<file path="src/rtl/axis_pkt_arbiter.sv">
// Packet-level round-robin arbiter sharing one registered AXI-stream output among NUM_PORTS sources.
// Optional macro AXIS_ARB_SRC_TAG_EN stamps the granted port index into the low bits of m_user.
module axis_pkt_arbiter #(
    parameter int unsigned NUM_PORTS  = 4,
    parameter int unsigned DATA_WIDTH = 64,
    parameter int unsigned DEST_WIDTH = 7,
    parameter int unsigned USER_WIDTH = 7
) (
    input  logic                                  clk,
    input  logic                                  rst,
    input  logic [NUM_PORTS*DATA_WIDTH-1:0]       s_data,
    input  logic [NUM_PORTS*DEST_WIDTH-1:0]       s_dest,
    input  logic [NUM_PORTS*(DATA_WIDTH>>3)-1:0]  s_keep,
    input  logic [NUM_PORTS*USER_WIDTH-1:0]       s_user,
    input  logic [NUM_PORTS-1:0]                  s_last,
    input  logic [NUM_PORTS-1:0]                  s_valid,
    output logic [NUM_PORTS-1:0]                  s_ready,
    output logic [DATA_WIDTH-1:0]                 m_data,
    output logic [DEST_WIDTH-1:0]                 m_dest,
    output logic [(DATA_WIDTH>>3)-1:0]            m_keep,
    output logic [USER_WIDTH-1:0]                 m_user,
    output logic                                  m_last,
    output logic                                  m_valid,
    input  logic                                  m_ready,
    output logic [$clog2(NUM_PORTS)-1:0]          grant_idx,
    output logic                                  busy
);

    localparam int unsigned KEEP_WIDTH = DATA_WIDTH >> 3;
    localparam int unsigned IDX_W      = $clog2(NUM_PORTS);
    localparam logic [IDX_W-1:0] LAST_IDX = IDX_W'(NUM_PORTS - 1);

    typedef enum logic {
        IDLE = 1'b0,
        BUSY = 1'b1
    } state_e;

    state_e                 state_q, state_d;
    logic [IDX_W-1:0]       grant_q, grant_d;
    logic [IDX_W-1:0]       last_grant_q, last_grant_d;
    logic [IDX_W-1:0]       pick_idx;
    logic [IDX_W-1:0]       cand;
    logic                   pick_vld;
    logic                   sel_valid;
    logic                   sel_last;
    logic                   accept;

    logic                   m_valid_q, m_valid_d;
    logic                   m_last_q, m_last_d;
    logic [DATA_WIDTH-1:0]  m_data_q, m_data_d;
    logic [DEST_WIDTH-1:0]  m_dest_q, m_dest_d;
    logic [KEEP_WIDTH-1:0]  m_keep_q, m_keep_d;
    logic [USER_WIDTH-1:0]  m_user_q, m_user_d;
    logic [USER_WIDTH-1:0]  user_c;

`ifdef AXIS_ARB_SRC_TAG_EN
    if (USER_WIDTH < IDX_W) begin : g_user_width_chk
        $error("axis_pkt_arbiter: USER_WIDTH too narrow to carry the source tag");
    end
`endif

    // Round-robin pick: first requester after the last completed grant, with wrap.
    always_comb begin
        pick_vld = 1'b0;
        pick_idx = last_grant_q;
        cand     = '0;
        for (int unsigned i = 1; i <= NUM_PORTS; i++) begin
            cand = IDX_W'((32'(last_grant_q) + i) % NUM_PORTS);
            if (!pick_vld && s_valid[cand]) begin
                pick_vld = 1'b1;
                pick_idx = cand;
            end
        end
    end

    assign sel_valid = s_valid[grant_q];
    assign sel_last  = s_last[grant_q];

    always_ff @(posedge clk) begin
        if (rst) begin
            state_q      <= IDLE;
            grant_q      <= LAST_IDX;
            last_grant_q <= LAST_IDX;
        end else begin
            state_q      <= state_d;
            grant_q      <= grant_d;
            last_grant_q <= last_grant_d;
        end
    end

    always_comb begin
        state_d      = state_q;
        grant_d      = grant_q;
        last_grant_d = last_grant_q;
        case (state_q)
            IDLE: begin
                if (pick_vld) begin
                    grant_d = pick_idx;
                    state_d = BUSY;
                end
            end
            BUSY: begin
                if (accept && sel_last) begin
                    state_d      = IDLE;
                    last_grant_d = grant_q;
                end
            end
            default: state_d = IDLE;
        endcase
    end

    // Only the granted port sees ready, and only when the output slot is free or draining.
    always_comb begin
        s_ready = '0;
        accept  = 1'b0;
        if (state_q == BUSY) begin
            s_ready[grant_q] = ~m_valid_q | m_ready;
            accept           = sel_valid & (~m_valid_q | m_ready);
        end
    end

    always_comb begin
        m_valid_d = m_valid_q & ~m_ready;
        m_last_d  = m_last_q;
        m_data_d  = m_data_q;
        m_dest_d  = m_dest_q;
        m_keep_d  = m_keep_q;
        m_user_d  = m_user_q;
        user_c    = s_user[32'(grant_q)*USER_WIDTH +: USER_WIDTH];
`ifdef AXIS_ARB_SRC_TAG_EN
        user_c[IDX_W-1:0] = grant_q;
`endif
        if (accept) begin
            m_valid_d = 1'b1;
            m_last_d  = sel_last;
            m_data_d  = s_data[32'(grant_q)*DATA_WIDTH +: DATA_WIDTH];
            m_dest_d  = s_dest[32'(grant_q)*DEST_WIDTH +: DEST_WIDTH];
            m_keep_d  = s_keep[32'(grant_q)*KEEP_WIDTH +: KEEP_WIDTH];
            m_user_d  = user_c;
        end
    end

    always_ff @(posedge clk) begin
        if (rst) begin
            m_valid_q <= 1'b0;
            m_last_q  <= 1'b0;
            m_data_q  <= '0;
            m_dest_q  <= '0;
            m_keep_q  <= '0;
            m_user_q  <= '0;
        end else begin
            m_valid_q <= m_valid_d;
            m_last_q  <= m_last_d;
            m_data_q  <= m_data_d;
            m_dest_q  <= m_dest_d;
            m_keep_q  <= m_keep_d;
            m_user_q  <= m_user_d;
        end
    end

    assign m_valid   = m_valid_q;
    assign m_last    = m_last_q;
    assign m_data    = m_data_q;
    assign m_dest    = m_dest_q;
    assign m_keep    = m_keep_q;
    assign m_user    = m_user_q;
    assign grant_idx = grant_q;
    assign busy      = (state_q == BUSY);

endmodule

</file>
<file path="config.mk">
export PLATFORM = sky130hd
export DESIGN_NAME = axis_pkt_arbiter
export DESIGN_NICKNAME = d
export VERILOG_FILES = /design/src/rtl/axis_pkt_arbiter.sv
export SDC_FILE = /design/constraint.sdc
export NUM_CORES = 1
export LEC_CHECK = 0
export BUFFER_PORTS_ARGS = -buffer_cell sky130_fd_sc_hd__buf_2
export CAP_MARGIN = 20
export CORE_AREA = 2 2 173 175
export CTS_CLUSTER_SIZE = 14
export DETAILED_ROUTE_END_ITERATION = 8
export DIE_AREA = 0 0 175 177
export GPL_TIMING_DRIVEN = 0
export PLACE_DENSITY = 0.46
export SLEW_MARGIN = 10
export SYNTH_ARGS = -nofsm -noshare
export SYNTH_HDL_FRONTEND = slang
export SYNTH_SLANG_ARGS = --single-unit
export TNS_END_PERCENT = 20
</file>
<file path="constraint.sdc">
create_clock -name clk -period 1.6 [get_ports clk]
set_input_delay 0.16 -clock clk [delete_from_list [all_inputs] [get_ports clk]]
set_output_delay 0.16 -clock clk [all_outputs]
set_load 0.03 [all_outputs]
</file>
; ---- Word level (Yosys, flattened, before mapping)
; Index checks and enable logic that the tools add are counted.
[op_classes]
shifts = 4
magnitude_cmp = 6
addsub = 4
mux = 28
n_mul = 1
n_reduce_logical = 10
bitwise = 7
[ops]
columns = op, count
row1 = variable part select 256 x 9 -> 64 bit, 1
row2 = variable part select 28 x 6 -> 7 bit, 2
row3 = variable part select 32 x 6 -> 8 bit, 1
row4 = "< comparator 2 x 3 -> 1 bit, second input constant", 5
row5 = 2-to-1 mux 1 bit, 15
row6 = binary-select mux 1 bit (select 2 bit), 6
row7 = 2-to-1 mux 2 bit, 4
row8 = logical AND 1 bit, 5
row9 = "multiplier 2 x 3 -> 5 bit, second input constant", 1
row10 = "adder 2 x 1 -> 2 bit, second input constant", 2
row11 = "adder 2 bit, second input constant", 2
row12 = bitwise AND 4 bit, 1
row13 = 2-to-1 mux 4 bit, 1
row14 = AND reduction 2 bit, 2
row15 = zero test 1 bit, 3
row16 = inverter 1 bit, 3
row17 = bitwise AND 1 bit, 2
row18 = demux 1 bit (select 2 bit), 1
row19 = ">= comparator 2 x 1 -> 1 bit, second input constant", 1
row20 = case mux 1 bit (2 select lines), 1
row21 = bitwise OR 1 bit, 1
[word_totals]
in_bits = 355
register_bits = 93
elab_cells = 69

; ---- Depth between registers and ports, before layout
; Gate-level depths: netlist of the first run.
[logic_depth]
ltp_word = 15
ltp_mapped = 8
depth_no_buf = 4

; ---- Least setup slack after synthesis of the first run
; Ideal clock, no wire load.
[synth_timing]
path_kind = register to register
from = reg grant_q[1] (netlist: grant_idx[1])
to = reg last_grant_q[1]
required_time_ns = 1.478
stages_incl_launch_ff = 6
synth_period_minus_slack_ns = 1.934
arrival_ns = 1.812
path_slack_ns = -0.334
path_cell_list = dfxtp_1 -> mux4_2 -> and3_1 -> buf_6 -> buf_6 -> a221o_1
[synth_between]
elab_chain_len = 6
[synth_lines]
columns = element, line_no
row1 = "start, declared", 39  ; logic [IDX_W-1:0] grant_q, grant_d;
row2 = "start signal, assigned", 86  ; grant_q <= grant_d;
row3 = binary-select mux 1 bit (select 2 bit), 76  ; assign sel_valid = s_valid[grant_q];
row4 = 2-to-1 mux 1 bit (implied by the code), 76
row5 = bitwise AND 1 bit, 118  ; accept = sel_valid & (~m_valid_q | m_ready);
row6 = 2-to-1 mux 1 bit, 116  ; if (state_q == BUSY) begin
row7 = logical AND 1 bit, 103  ; if (accept && sel_last) begin
row8 = AND reduction 2 bit (no source line), n/a
row9 = "end signal, assigned", 87  ; last_grant_q <= last_grant_d;
row10 = "end, declared", 40  ; logic [IDX_W-1:0] last_grant_q, last_grant_d;
; Several ways; a longest one is shown, not always the timed one. The select of a mux whose other input is x is not followed.
; A chain may end at the register's enable or synchronous reset.

; ---- Final worst setup path of the first run
; Same ends and word-level chain as after synthesis.

==> results of run 1 <==
-- cells in the mapped netlist --
master | count | area (µm²)
nand3_1 | 1 | 5.00
dfxtp_1 | 93 | 1860
nor3_1 | 2 | 10.0
nand2_1 | 175 | 657
o21ai_0 | 3 | 15.0
nand3_2 | 1 | 10.0
a211o_1 | 1 | 8.76
and4_1 | 1 | 8.76
nand2b_1 | 2 | 12.5
a221o_1 | 1 | 10.0
a21oi_1 | 88 | 440
o21bai_1 | 2 | 15.0
buf_1 | 2 | 7.51
nor2_1 | 9 | 33.8
buf_2 | 15 | 75.1
and3_1 | 3 | 18.8
mux4_2 | 87 | 1960
a211oi_1 | 1 | 7.51
inv_1 | 2 | 7.51
mux2_2 | 1 | 11.3
buf_4 | 6 | 45.0
buf_6 | 2 | 22.5
nor2b_1 | 4 | 25.0
clkbuf_1 | 25 | 93.8
nor4_1 | 1 | 6.26
mux2i_1 | 2 | 20.0
o221ai_1 | 1 | 8.76
-- repair_timing --
action	in CTS	in global routing
resized for setup	54	41
setup buffers	4	2
setup endpoints to repair	95	95
pin swaps	0	2
-- worst paths after layout --
kind	startpoint	to	slack [ns]	cells past startpoint
worst min-delay path	s_valid[3]	grant_idx[1]	0.23	3
worst max register to register	grant_idx[1]	last_grant_q[1]	-0.17	4
worst min register to register	m_data[7]	m_data[7]	0.45	2
worst max-delay path	grant_idx[1]	last_grant_q[1]	-0.17	4
-- critical path: stages, from the launching register on --
cell and delay [ns]:
dfxtp_4 0.36, mux4_2 0.55, and3_4 0.27, buf_12 0.17, a221o_1 0.30
-- layer usage --
metal / routed length [µm] / vias up
li1: - / 2863
met1: 9720 / 2831
met2: 12300 / 237
met3: 1360 / 13
met4: 229 / 0
met5: 0 / -
-- stage by stage --
stage	instances	TNS [ns]
after global routing	1388	-14.89
after detailed placement	1369	-34.80
after CTS	1387	-12.54
final	1389	-7.61
after floorplan	531	-10.17
after global placement	1369	-32.05
-- layout make-up --
cell class                 instances  area share [%]
multi-input combinational        386            38.2
timing repair buffer             454            26.4
sequential                        93            21.3
tap                              390            5.57
buffer                            47            4.81
clock buffer                      10            2.73
clock inverter                     6           0.800
inverter                           2          0.0857
antenna                            1          0.0286
-- sequential cells by signal, summed over array words and instances, names as in the netlist --
signal	cells
m_valid	1
m_user	7
busy	1
m_data	64
m_keep	8
grant_idx	2
m_dest	7
last_grant_q	2
m_last	1
-- where the power goes --
| group | internal, mW | leakage, nW | switching [mW] |
|---|---|---|---|
| registers | 2.53 | 0.760 | 0.119 |
| clock network | 1.27 | 0.153 | 1.04 |
| logic | 1.40 | 3.17 | 1.54 |
-- cell families after synthesis --
group,after synthesis,synth area share [%]
buffers and inverters,52,4.66
AOI/OAI and AO/OA,97,9.37
muxes,90,36.9
and+or+nand+nor,199,14.6
DFF,93,34.5
==> run summary, run 1 <==
The area after detailed placement is 8150 µm². Dividing total power by cell area gives a power density of 901 nW/µm². The average detailed-routed wire length per instance is 17.0 µm.

The met1 usage came out at 17.7%. At the later pin of the worst-skew pair, clock insertion delay measures 0.35 ns. The floorplan step defined a die boundary enclosing 31,000 µm². TritonCTS built the clock tree. The number of top-level pins came out at 450. Clock tree synthesis selected as its root buffer the cell clkbuf_16. The total setup violations reported at the end of the flow came out at 92. The area occupied by registers is 1870 µm². The number of vias per cell after detailed routing came out at 4.28. The count of routing violations after the opening detailed-route iteration is 226. Across all setup checks in the final design, the least slack found is -0.168 ns. Of all nets on the critical path, the largest fanout is 8. The total track usage is 14.5%.

Buffers inserted during clock tree synthesis total 9. The summed area of non-filler cells in the final layout is 8760 µm². The worst hold path belongs to the class primary input to flip-flop. The cell leakage power came out at 4.08 nW.

The data required time at the worst endpoint came out at 1.84 ns. After the last flow step, the layout net total stands at 1,348. The final routed DRC violation total came out at 0. The largest net degree at the start of global routing is 17. The flow ran to the end, but the final reports show violations. The arrival time of the worst setup path came out at 2.01 ns. The minimum hold slack is 0.225 ns. STA classifies the critical path startpoint as a flip-flop. The post-route netlist has 61.3% of its cells at a drive strength greater than 1.

In this run the vertical extent of the chip is 177 µm. The unique cell type count in the Yosys netlist came out at 27. The count of mapped cells out of synthesis came out at 531. The routed wire length came out at 23.6 mm.

The most common library cell in the layout ignoring fill and taps is buf_2. Global routing consumed, on the met2 layer, 26.3% of the routing resources. The number of antenna violations at the first check in global routing is 1. The remaining max-slew budget at the tightest pin came out at 44.7%. The number of slew-limit violations in the final report was 0. The number of endpoints with negative hold slack in the final report is 0. The period utilization is 110%. The estimated wirelength of the detail-placed design came out at 19.6 mm. The first-pass iteration count of the detailed router came out at 4. The number of routed nets with antenna violations came out at 0. After synthesis the cells add up to 5400 µm².

The sequential fraction of the synthesis area came out at 34.5%. The largest vdd supply drop is 404 µV. The post-synthesis area per instance came out at 10.2 µm².

The total area inside the core boundary comes to 29,200 µm². Synthesis produced a netlist with a net count of 886. The shortest clock period the worst path allows after layout came out at 1.77 ns.

The setup path with the least slack is of type flip-flop to flip-flop. The maximum level of the CTS H-tree is 3. The checks that failed: setup timing.

The worst setup path is captured at a flip-flop. After clock tree synthesis, the flow added hold-fix buffers numbering 0. The wire length of the first global-routing pass came out at 34.2 mm. In this run the most used layer during global routing was met2.

The top cell types in the final layout, fill and taps aside, are buf_2 (450), nand2_1 (168), dfxtp_1 (91). The warning count from the yosys run came out at 0. The number of filler cells placed in the layout is 3,179. The floorplan row count came out at 63. At the pin with the least slew margin, the transition time is 0.830 ns. The flip-flop and latch count after synthesis is 93. Setup repair after global routing could not meet its margin everywhere. The achievable clock frequency is 0.566 GHz.

Global routing consumed, on the met3 layer, 3.09% of the routing resources. From synthesis to final layout, the design area changed by 62.3%. The number of global-route vias before repair came to 5,947. The width of the die came out at 175 µm. The starting density of the core is 18.5%. The final route contains 5,944 vias. The total of buffers placed on input and output ports is 448.

The area used by multi-input combinational logic is 3340 µm². The worst clock skew came out at 0.00940 ns. The placement-stage worst setup slack came out at -0.574 ns. The clock net sink count is 93. The total power came out at 7.89 mW.

The clock transition time at the flip-flop clock pins of the worst setup and hold paths is 0.07 ns. The number of max-cap violations is 0. The final design utilization came out at 29.9%. The final weighted congestion in routability-driven placement is 0.753. The final global-route overflow total is 0. The maximum clock path buffer count came out at 2.
Note: power is estimated with default switching activity, not from simulation.
==> run 2, diff against run 1 <==
--- a/config.mk
+++ b/config.mk
@@ -7,14 +7,15 @@
 export LEC_CHECK = 0
 export BUFFER_PORTS_ARGS = -buffer_cell sky130_fd_sc_hd__buf_2
 export CAP_MARGIN = 20
-export CORE_AREA = 2 2 173 175
+export CELL_PAD_IN_SITES_DETAIL_PLACEMENT = 1
+export CELL_PAD_IN_SITES_GLOBAL_PLACEMENT = 2
+export CORE_ASPECT_RATIO = 0.8
+export CORE_UTILIZATION = 18
 export CTS_CLUSTER_SIZE = 14
 export DETAILED_ROUTE_END_ITERATION = 8
-export DIE_AREA = 0 0 175 177
 export GPL_TIMING_DRIVEN = 0
-export PLACE_DENSITY = 0.46
+export PLACE_DENSITY = 0.76
 export SLEW_MARGIN = 10
 export SYNTH_ARGS = -nofsm -noshare
 export SYNTH_HDL_FRONTEND = slang
 export SYNTH_SLANG_ARGS = --single-unit
-export TNS_END_PERCENT = 20
==> constraint.sdc (replaced) <==
create_clock -name clk -period 1.6 [get_ports clk]
set_input_delay 0.16 -clock clk [delete_from_list [all_inputs] [get_ports clk]]
set_output_delay 0.16 -clock clk [all_outputs]
set_load 0.05 [all_outputs]
==> run 2 against run 1 <==
The flow still finishes with violations (setup timing). Clock power fell by 9.5%. Via count up 2.5%. Fmax increased by 0.13%. Combinational power increased by 17%. Largest power group unchanged. Clock skew grew 0.0023 ns. Sequential share of layout area down 0.37 points.
==> run summary, run 2 (same netlist as run 1, synthesis figures left out) <==
The flow ran to the end, but the final reports show violations. The checks that failed: setup timing. The maximum clock path buffer count was 2 (unchanged). The endpoint identified for the worst register-to-register timing path is last_grant_q[1].

The total power per unit cell area is 916 nW/µm² (+1.6%). The count of cells along the worst hold path came to 3 (unchanged). The number of cells after detailed placement is 1,356 (-0.95%). The tree is rooted in a clkbuf_16. The estimated wirelength of the detail-placed design is 21.0 mm (+7.2%).

The period utilization is 110% (-0.14 points). The sort of element at the end of the critical path is a flip-flop. The actual transition at the worst max-transition pin was 0.830 ns (+0.00000876 ns). The number of vias per cell after detailed routing is 4.41 (+3.0%). The number of top-level pins is 450 (unchanged). The achievable clock frequency is 0.566 GHz (+0.13%). The count of routing violations after the opening detailed-route iteration came out at 134 (-41%). The number of hold buffers added after cts is 0 (unchanged). The number of routed nets with antenna violations came to 0 (unchanged).

The average detailed-routed wire length per instance is 18.4 µm (+8.2%). The routed wire length came out at 25.4 mm (+7.6%). The total of buffers placed on input and output ports came out at 448 (unchanged). The wire length of the first global-routing pass came out at 36.6 mm (+6.9%). The total negative setup slack is -8.91 ns (-1.30 ns). The fraction of power spent switching nets is 37.4% (+3.3 points). The final routed DRC violation total came out at 0 (unchanged). The die outline area is 30,700 µm² (-0.95%).

The die extent in y was 157 µm (-11%). The area of the core is 29,400 µm² (+0.63%). The shortest clock period the worst path allows after layout came out at 1.77 ns (-0.00224 ns). The number of global-route vias before repair came out at 6,294 (+5.8%).

The worst hold path terminates at m_valid. The final weighted congestion in routability-driven placement came out at 0.773 (+2.7%). The final design utilization was 30.3% (+0.36 points). The logic gate share of total power is 41.9% (+4.7 points). The number of slew-limit violations in the final report came to 0 (unchanged). The maximum level of the CTS H-tree is 3 (unchanged).

The floorplan row count is 56 (-11%). The number of cells traversed by the worst register-to-register path was 4 (unchanged). The kind of critical path is flip-flop to flip-flop. The final critical-path setup slack is -0.166 ns (+0.00224 ns). The clock net sink count came to 93 (unchanged).

The remaining max-slew budget at the tightest pin came out at 44.7% (about the same). The synthesis-to-layout area growth is 65.3%. The net switching component of the power is 3.05 mW (+13%).

The most common library cell in the layout ignoring fill and taps is buf_2. The number of max-cap violations is 0 (unchanged). The number of endpoints with negative hold slack in the final report came out at 0 (unchanged).

The clock transition time at the flip-flop clock pins of the worst setup and hold paths is 0.07 ns (about the same). The peak per-stage delay on the critical path is 0.55 ns (about the same). In this run the most critical hold path is launched from m_ready. TritonCTS built the clock tree. The diode insertion count for antenna repair came to 0 (-1). The data required time at the worst endpoint was 1.83 ns (about the same).

The proportion of power drawn by flip-flops and latches came to 32.4% (-1.2 points). The total track usage is 16.1% (+1.5 points). STA classifies the critical path startpoint as a flip-flop.

The number of flip-flops under the largest register name is 64 (unchanged). The largest vdd supply drop is 430 µV (+6.4%). The width of the die came out at 196 µm (+12%). The starting density of the core is 18.3% (-0.12 points). The largest net degree at the start of global routing came to 17 (unchanged).

The area after detailed placement came out at 8220 µm² (+0.84%). In this run the worst hold path is classified as primary input to flip-flop. Among all stages on the critical path, the largest delay is contributed by mux4_2.

The highest fanout seen on the critical path is 9 (+1). The final global-route overflow total is 0 (unchanged). The worst clock skew came to 0.0117 ns (+0.00232 ns).

The placement-stage worst setup slack came to -0.449 ns (+0.125 ns). Setup repair after global routing could not meet its margin everywhere. The number of antenna violations at the first check in global routing came out at 4 (+3).

The source-to-sink clock delay at the later pin of the worst-skew pair came out at 0.35 ns (about the same). The post-route non-filler standard cell count came out at 1,382 (-0.50%). The clock share of power came out at 25.6% (-3.7 points). Leaving out fill and tap cells, the most frequent cells in the layout are buf_2 (446), nand2_1 (173), dfxtp_1 (90). The number of buffers created by CTS is 9 (unchanged). The total setup violations reported at the end of the flow is 93 (+1.1%). The summed area of non-filler cells in the final layout is 8920 µm² (+1.8%). The via total after detailed routing came out at 6,092 (+2.5%). The setup slack of the most critical reg-to-reg path came to -0.17 ns (about the same). Walking the worst path, the cells encountered are mux4_2 > and3_4 > buf_12 > a221o_1.

The arrival time of the worst setup path is 2.00 ns (about the same). The first-pass iteration count of the detailed router came out at 6 (+2). The net count reported at finish is 1,355 (+0.52%).

In this run the critical register-to-register path is launched from grant_idx[1]. The ratio of cells with drive above 1 in the final layout is 61.3% (about the same). The cell leakage power came to 4.17 nW (+2.2%). The design internal power is 5.11 mW (-1.7%).
## run 2: cell type report
class                   instances  area (µm²)
fillers                      3523       20500
multi-input cells             386        3350
repair buffers                460        2470
flip-flops and latches         93        1870
plain buffers                  48         474
well taps                     377         472
clock buffers                  10         229
clock inverters                 6        46.3
inverters                       2        11.3
## run 2: worst max path at each step
stage                     slack [ns]         endpoint         start  cells after the start
after detailed placement       -0.45        m_keep[7]  grant_idx[1]                      5
after global placement         -0.44        m_dest[6]  grant_idx[1]                      5
final                          -0.17  last_grant_q[1]  grant_idx[1]                      4
after global routing           -0.21             busy  grant_idx[1]                      4
after CTS                      -0.18  last_grant_q[1]  grant_idx[1]                      4
after floorplan                -0.21  last_grant_q[1]  grant_idx[1]                      5
## run 2: timing repair
item	in CTS	in global routing
buffers inserted	4	5
endpoints found under the setup margin	95	95
gates resized for setup	54	22
hold endpoints to repair	0	0
pin swaps	0	3
cloned	2	1
## run 2: worst max-delay path, delay by kind of cell, from the launching register on
kind / cells / cell delay, ns
AO/OA/AOI/OAI: 1 / 0.30
buffers and inverters: 1 / 0.16
flip-flops: 1 / 0.36
multiplexers: 1 / 0.55
AND/OR/NAND/NOR: 1 / 0.28
## run 2: through the flow
step | hold WS [ns] | power [mW]
4_1_cts | 0.167 | 8.27
3_5_place_dp | 0.445 | 5.90
3_3_place_gp | 0.439 | 5.87
6_report | 0.184 | 8.16
5_1_grt | 0.188 | 8.62
2_1_floorplan | 0.355 | 4.81
## run 2: layer usage
| metal | vias to the layer above | wire (µm) | GRT usage [%] |
|---|---|---|---|
| met5 | - | 10 | 0 |
| met4 | 2 | 371 | 3.79 |
| met3 | 27 | 1920 | 4.59 |
| met2 | 254 | 13200 | 29.7 |
| met1 | 2937 | 9920 | 18.3 |
| li1 | 2872 | - | - |
## run 2: power groups by stage
stage	logic, mW	registers, mW	clock network (mW)
detailed placement	3.21	2.70	0
global placement	3.18	2.68	0
CTS	3.39	2.65	2.22
global route	3.66	2.68	2.28
finish	3.42	2.65	2.09
floorplan	1.39	3.42	0
